$ cat config.mk
export PLATFORM = sky130hd
export DESIGN_NAME = switch_egress_collector
export DESIGN_NICKNAME = d
export VERILOG_FILES = /design/src/rtl/switch_egress_collector.sv
export SDC_FILE = /design/constraint.sdc
export NUM_CORES = 1
export LEC_CHECK = 0
export BUFFER_PORTS_ARGS = -buffer_cell sky130_fd_sc_hd__buf_2
export CORE_MARGIN = 1
export CORE_UTILIZATION = 43
export DETAILED_ROUTE_END_ITERATION = 10
export SETUP_SLACK_MARGIN = 0.3
export SKIP_CTS_REPAIR_TIMING = 1
export SLEW_MARGIN = 15
export SYNTH_ARGS = -nofsm -noshare
export SYNTH_HDL_FRONTEND = slang
export SYNTH_SLANG_ARGS = --single-unit
$ cat constraint.sdc
create_clock -name clk -period 3.3 [get_ports clk]
set_clock_uncertainty 0.2 [all_clocks]
set_input_delay 0.825 -clock clk [delete_from_list [all_inputs] [get_ports clk]]
set_output_delay 0.825 -clock clk [all_outputs]
set_load 0.03 [all_outputs]
$ cat src/rtl/switch_egress_collector.sv
// switch_egress_collector
//
// Collects words from the four output ports of a switch into per-port FIFOs
// and serialises them onto a single downstream valid/ready stream. A
// round-robin arbiter picks which port feeds the output register.
//
// Ports:
//   clk         single clock, all state on posedge
//   reset       asynchronous, active-low; 0 clears all state
//   sw_valid    per-port valid from the switch (bit p = port p)
//   sw_data     per-port data byte, port p at [p*8+:8]
//   sw_addr     per-port address byte, port p at [p*8+:8]
//   pkt_ready   downstream consumer ready
//   pkt_valid   output word valid
//   pkt_data    output data byte
//   pkt_addr    output address byte
//   pkt_port    switch port the output word came from
//   fifo_full   bit p high while FIFO p holds DEPTH entries
//   drop_count  per-port saturating drop counter, port p at [p*8+:8]
//
// Handshake: a word transfers on any posedge where pkt_valid and pkt_ready
// are both 1. Once pkt_valid is raised, pkt_valid/pkt_data/pkt_addr/pkt_port
// stay stable until that transfer happens; pkt_ready never alters the
// outputs while pkt_valid is 0.
//
// All pkt_* outputs come straight from registers, so there is no
// combinational path from the switch inputs to the output stream.

module switch_egress_collector #(
    parameter int NPORTS = 4,
    parameter int DEPTH  = 4
) (
    input  logic                  clk,
    input  logic                  reset,
    input  logic [NPORTS-1:0]     sw_valid,
    input  logic [NPORTS*8-1:0]   sw_data,
    input  logic [NPORTS*8-1:0]   sw_addr,
    input  logic                  pkt_ready,
    output logic                  pkt_valid,
    output logic [7:0]            pkt_data,
    output logic [7:0]            pkt_addr,
    output logic [1:0]            pkt_port,
    output logic [NPORTS-1:0]     fifo_full,
    output logic [NPORTS*8-1:0]   drop_count
);

    localparam int AW = (DEPTH > 1) ? $clog2(DEPTH) : 1;
    localparam int CW = AW + 1;
    localparam logic [CW-1:0] FULL_CNT = CW'(DEPTH);

    typedef enum logic {
        ST_EMPTY = 1'b0,
        ST_HOLD  = 1'b1
    } state_t;

    // Output stage state; kept as a named signal so checkers can bind to it.
    state_t        state;
    logic [1:0]    last_grant;

    // Per-port FIFO storage: each entry is {addr, data}.
    logic [15:0]   mem      [NPORTS][DEPTH];
    logic [AW-1:0] wr_ptr   [NPORTS];
    logic [AW-1:0] rd_ptr   [NPORTS];
    logic [CW-1:0] count    [NPORTS];
    logic [7:0]    drop_cnt [NPORTS];

    logic [NPORTS-1:0] push;
    logic [NPORTS-1:0] nonempty;
    logic [NPORTS-1:0] pop;
    logic [NPORTS-1:0] accept;
    logic [NPORTS-1:0] drop;

    logic          grant_found;
    logic [1:0]    grant_idx;
    logic [1:0]    cand;
    logic          load;
    logic [15:0]   head;

    // Only a clean 1 qualifies a push; 0/X/Z are all treated as idle, and
    // nothing is captured while reset is held low.
    always_comb begin
        push     = '0;
        nonempty = '0;
        for (int p = 0; p < NPORTS; p++) begin
            push[p]     = reset && (sw_valid[p] === 1'b1);
            nonempty[p] = (count[p] != '0);
        end
    end

    // Round-robin search starting one past the last granted port. The cast
    // of the offset to two bits makes the modulo-4 wrap implicit, so the
    // last candidate examined is last_grant itself.
    always_comb begin
        grant_found = 1'b0;
        grant_idx   = '0;
        cand        = '0;
        for (int i = 1; i <= NPORTS; i++) begin
            cand = last_grant + 2'(i);
            if (!grant_found && nonempty[cand]) begin
                grant_found = 1'b1;
                grant_idx   = cand;
            end
        end
    end

    // The output register can take a new word when it is empty, or when the
    // held word is being consumed this cycle.
    always_comb begin
        load   = grant_found && ((state == ST_EMPTY) || pkt_ready);
        pop    = '0;
        accept = '0;
        drop   = '0;
        for (int p = 0; p < NPORTS; p++) begin
            pop[p]    = load && (grant_idx == 2'(p));
            // A full FIFO still accepts a push when it is popped on the
            // same edge: the freed slot is reused immediately.
            accept[p] = push[p] && ((count[p] != FULL_CNT) || pop[p]);
            drop[p]   = push[p] && !accept[p];
        end
    end

    assign head = mem[grant_idx][rd_ptr[grant_idx]];

    for (genvar g = 0; g < NPORTS; g++) begin : g_out
        assign fifo_full[g]          = (count[g] == FULL_CNT);
        assign drop_count[g*8 +: 8]  = drop_cnt[g];
    end

    // FIFO storage needs no reset: occupancy is tracked by count, and
    // accept is already forced low while reset is asserted.
    always_ff @(posedge clk) begin
        for (int p = 0; p < NPORTS; p++) begin
            if (accept[p]) begin
                mem[p][wr_ptr[p]] <= {sw_addr[p*8 +: 8], sw_data[p*8 +: 8]};
            end
        end
    end

    always_ff @(posedge clk or negedge reset) begin
        if (!reset) begin
            for (int p = 0; p < NPORTS; p++) begin
                wr_ptr[p]   <= '0;
                rd_ptr[p]   <= '0;
                count[p]    <= '0;
                drop_cnt[p] <= '0;
            end
            state      <= ST_EMPTY;
            last_grant <= 2'd3;
            pkt_valid  <= 1'b0;
            pkt_data   <= '0;
            pkt_addr   <= '0;
            pkt_port   <= '0;
        end else begin
            for (int p = 0; p < NPORTS; p++) begin
                // DEPTH is a power of two, so pointers wrap by overflow.
                if (accept[p]) begin
                    wr_ptr[p] <= wr_ptr[p] + AW'(1);
                end
                if (pop[p]) begin
                    rd_ptr[p] <= rd_ptr[p] + AW'(1);
                end
                case ({accept[p], pop[p]})
                    2'b10:   count[p] <= count[p] + CW'(1);
                    2'b01:   count[p] <= count[p] - CW'(1);
                    default: count[p] <= count[p];
                endcase
                if (drop[p] && (drop_cnt[p] != 8'hFF)) begin
                    drop_cnt[p] <= drop_cnt[p] + 8'd1;
                end
            end

            case (state)
                ST_EMPTY: begin
                    if (load) begin
                        state      <= ST_HOLD;
                        pkt_valid  <= 1'b1;
                        pkt_addr   <= head[15:8];
                        pkt_data   <= head[7:0];
                        pkt_port   <= grant_idx;
                        last_grant <= grant_idx;
                    end
                end
                ST_HOLD: begin
                    if (pkt_ready) begin
                        if (load) begin
                            // Back-to-back: replace the consumed word.
                            pkt_addr   <= head[15:8];
                            pkt_data   <= head[7:0];
                            pkt_port   <= grant_idx;
                            last_grant <= grant_idx;
                        end else begin
                            state     <= ST_EMPTY;
                            pkt_valid <= 1'b0;
                        end
                    end
                end
                default: begin
                    state     <= ST_EMPTY;
                    pkt_valid <= 1'b0;
                end
            endcase
        end
    end

endmodule

==> flow_summary.json <==
{
  "synth_most_common_cell": "edfxtp_1",
  "yosys-top-cells-count": "edfxtp_1 (256), nand2_1 (124), a21oi_1 (98)",
  "grt_pass1_wl_microns": 56700,
  "dpl.hpwl_microns": 23100,
  "grtUsageTotal_pct": 22.3,
  "synth_top_family_by_area": "compound AO/OA/AOI/OAI gates",
  "worst_setup_path_end_kind": "flop",
  "pwr-share-clk_pct": 20.5,
  "synthArstFlopShare_pct": 24.3,
  "core_area_sq_mm": 0.0329,
  "first_pass_iters": 7,
  "critPathSlowestCell": "or3_4",
  "cp.arrival_ps": 3220,
  "leakagePower_nw": 6.88,
  "synth_top_cell_area_share_pct": 53.0,
  "post_drt_wl_per_cell_microns": 23.5,
  "grt_antenna_before_repair": 3,
  "dpl.cell_count": 1589,
  "clk_latency_ps": 530,
  "post-route-period-util_pct": 91.2,
  "hold_violations": 0,
  "grt_overflow": 0,
  "gp_congestion": 0.807,
  "fin_util_pct": 54.2,
  "required_ps": 3510,
  "cp_max_fo": 16,
  "pwr_density_cell_mw_per_mm2": 1170,
  "cts_tree": "built",
  "syn_area_sq_mm": 0.0145,
  "ys.flop_type": "edfxtp_1",
  "stdcell_count": 1693,
  "rsz0062_at_grt": "yes",
  "synthTopCellsByArea": "edfxtp_1 (53%), dfrtp_1 (14%), a21oi_1 (3.4%)",
  "synth_cell_types": 61,
  "grt_pass1_vias": 9315,
  "intPower_mw": 12.2,
  "synthSimpleGateAreaFrac_pct": 8.27,
  "rows": 66,
  "max_cap_violations": 0,
  "clock-sinks": 338,
  "syn_nets": 1125,
  "cp-start-kind": "flop",
  "tightest_slew_ps": 471,
  "path_buf_inv": 2,
  "start_util_pct": 44.1,
  "yosysTopAreaCell": "edfxtp_1",
  "synthAdderAreaFrac_pct": 2.54,
  "yosysWarnings": 0,
  "min_path_type": "input port to async pin",
  "cp_cell_sequence": "or3_4 -> o211ai_2 -> and4_4 -> buf_12 -> o221ai_4 -> nand2_4 -> buf_4 -> mux2i_1 -> a211oi_1",
  "p_sw_mw": 8.72,
  "max_freq_mhz": 332,
  "critPathKind": "flop to flop",
  "finalWirelength_microns": 39700,
  "root_buffer": "clkbuf_16",
  "syn_to_final_growth_pct": 22.8,
  "period_needed_ps": 3010,
  "cts_made_buffers": 38,
  "clk_path_buf_depth": 3,
  "ir_drop_v": 0.000720,
  "clkTransAtPathRegs_ps": 60,
  "vias_per_cell": 5.56,
  "setup_violations": 0,
  "cts_max_level": 2,
  "port_buffers": 125,
  "relSlewSlack_pct": 68.6,
  "dieArea_sq_mm": 0.0345,
  "synth_enable_flop_cells": 256,
  "status": "finished, final reports clean",
  "grt_max_degree": 113,
  "p_seq_share_pct": 27.9,
  "drt_iter0_drc": 784,
  "setup_tns_ps": 0,
  "drive_gt1_share_pct": 28.4,
  "final_nets": 1318,
  "critical-path-top-delay-family": "simple AND/OR/NAND/NOR gates",
  "die_x_microns": 186,
  "postRouteAntennaNets": 0,
  "synth_compound_area_share_pct": 12.7,
  "fillCellCount": 2846,
  "pwr-share-comb_pct": 51.6,
  "vias": 9419,
  "ios": 126,
  "yosysSeqAreaShare_pct": 67.2,
  "drc": 0,
  "synth_cells": 1027,
  "swShare_pct": 41.7,
  "synth_xor_xnor_area_share_pct": 3.08,
  "die-height_microns": 186,
  "cpPeakStageDelay_ps": 440,
  "syn-mean-instance-area_sq_um": 14.1,
  "maxSlewViolCount": 0,
  "synth_mux_area_share_pct": 3.11,
  "ys_ff_latch": 338
}
==> power by group through the flow <==
stage	Clock [mW]	Combinational [mW]	Sequential (mW)
after detailed placement	0	9.51	5.90
after CTS	4.35	9.57	5.82
final	4.28	10.8	5.83
after global placement	0	9.41	5.88
after floorplan	0	6.69	6.11
after global routing	4.50	11.6	5.91
==> registers in the layout, summed over array words and instances, names as in the netlist <==
name / flops
mem: 256
pkt_data: 8
last_grant: 2
rd_ptr: 8
wr_ptr: 8
pkt_valid: 1
pkt_port: 2
pkt_addr: 8
state: 1
drop_count: 32
count: 12
==> metrics by stage <==
| stage | setup WS, ps | instance area, sq um | hold slack (ps) | power, mW |
|---|---|---|---|---|
| 6_report | 292 | 17800 | 21.1 | 20.9 |
| 5_1_grt | 155 | 17800 | 29.5 | 22.0 |
| 4_1_cts | 76.3 | 17300 | 16.2 | 19.7 |
| 3_5_place_dp | 81.5 | 16000 | 259 | 15.4 |
| 3_3_place_gp | 204 | 16000 | 257 | 15.3 |
| 2_1_floorplan | 277 | 14600 | 237 | 12.8 |
==> per-layer routing <==
layer | routed length [microns] | global-route usage, %
met5 | 14 | 0
met4 | 715 | 5.74
met3 | 2960 | 4.40
met2 | 18800 | 35.7
met1 | 17200 | 31.1
==> cells in the final DEF (no fill, tap or decap), types with 17 or more instances in the layout <==
master / count
a211oi_2: 20
a21oi_1: 97
a221oi_1: 17
a221oi_2: 17
a22oi_1: 47
and2_1: 17
and3_1: 26
buf_12: 19
buf_2: 124
buf_4: 50
clkbuf_16: 42
dfrtp_1: 78
edfxtp_1: 256
ha_1: 20
inv_1: 27
mux2i_1: 35
nand2_1: 122
nor2_1: 29
xnor2_1: 34
xor2_1: 17
==> cell families after synthesis <==
group / Yosys count
flops: 338
simple gates: 244
compound gates: 236
buf+inv: 87
xor+xnor: 51
mux: 44
fa+ha+maj: 27
==> area by class of cell <==
type                    instances  area (sq um)  share of cell area (%)
flip-flops and latches        338          9740                    54.7
clock buffers                  52          1040                    5.87
multi-input cells             602          4490                    25.2
clock inverters                17           225                    1.26
well taps                     442           553                    3.11
inverters                      31           116                   0.653
repair buffers                209          1630                    9.13
diodes                          2          5.00                  0.0281
==> worst paths after layout <==
check / start / end / slack (ps) / depth (start not counted)
max: count[11] / pkt_data[0] / 290 / 9
min reg2reg: rd_ptr[3] / rd_ptr[3] / 260 / 1
min in group clk: rd_ptr[3] / rd_ptr[3] / 260 / 1
min: reset / drop_count[12] / 20 / 1
max in group asynchronous: reset / rd_ptr[0] / 2010 / 3
max reg2reg: count[11] / pkt_data[0] / 290 / 9
Note: power is estimated with default switching activity, not from simulation.
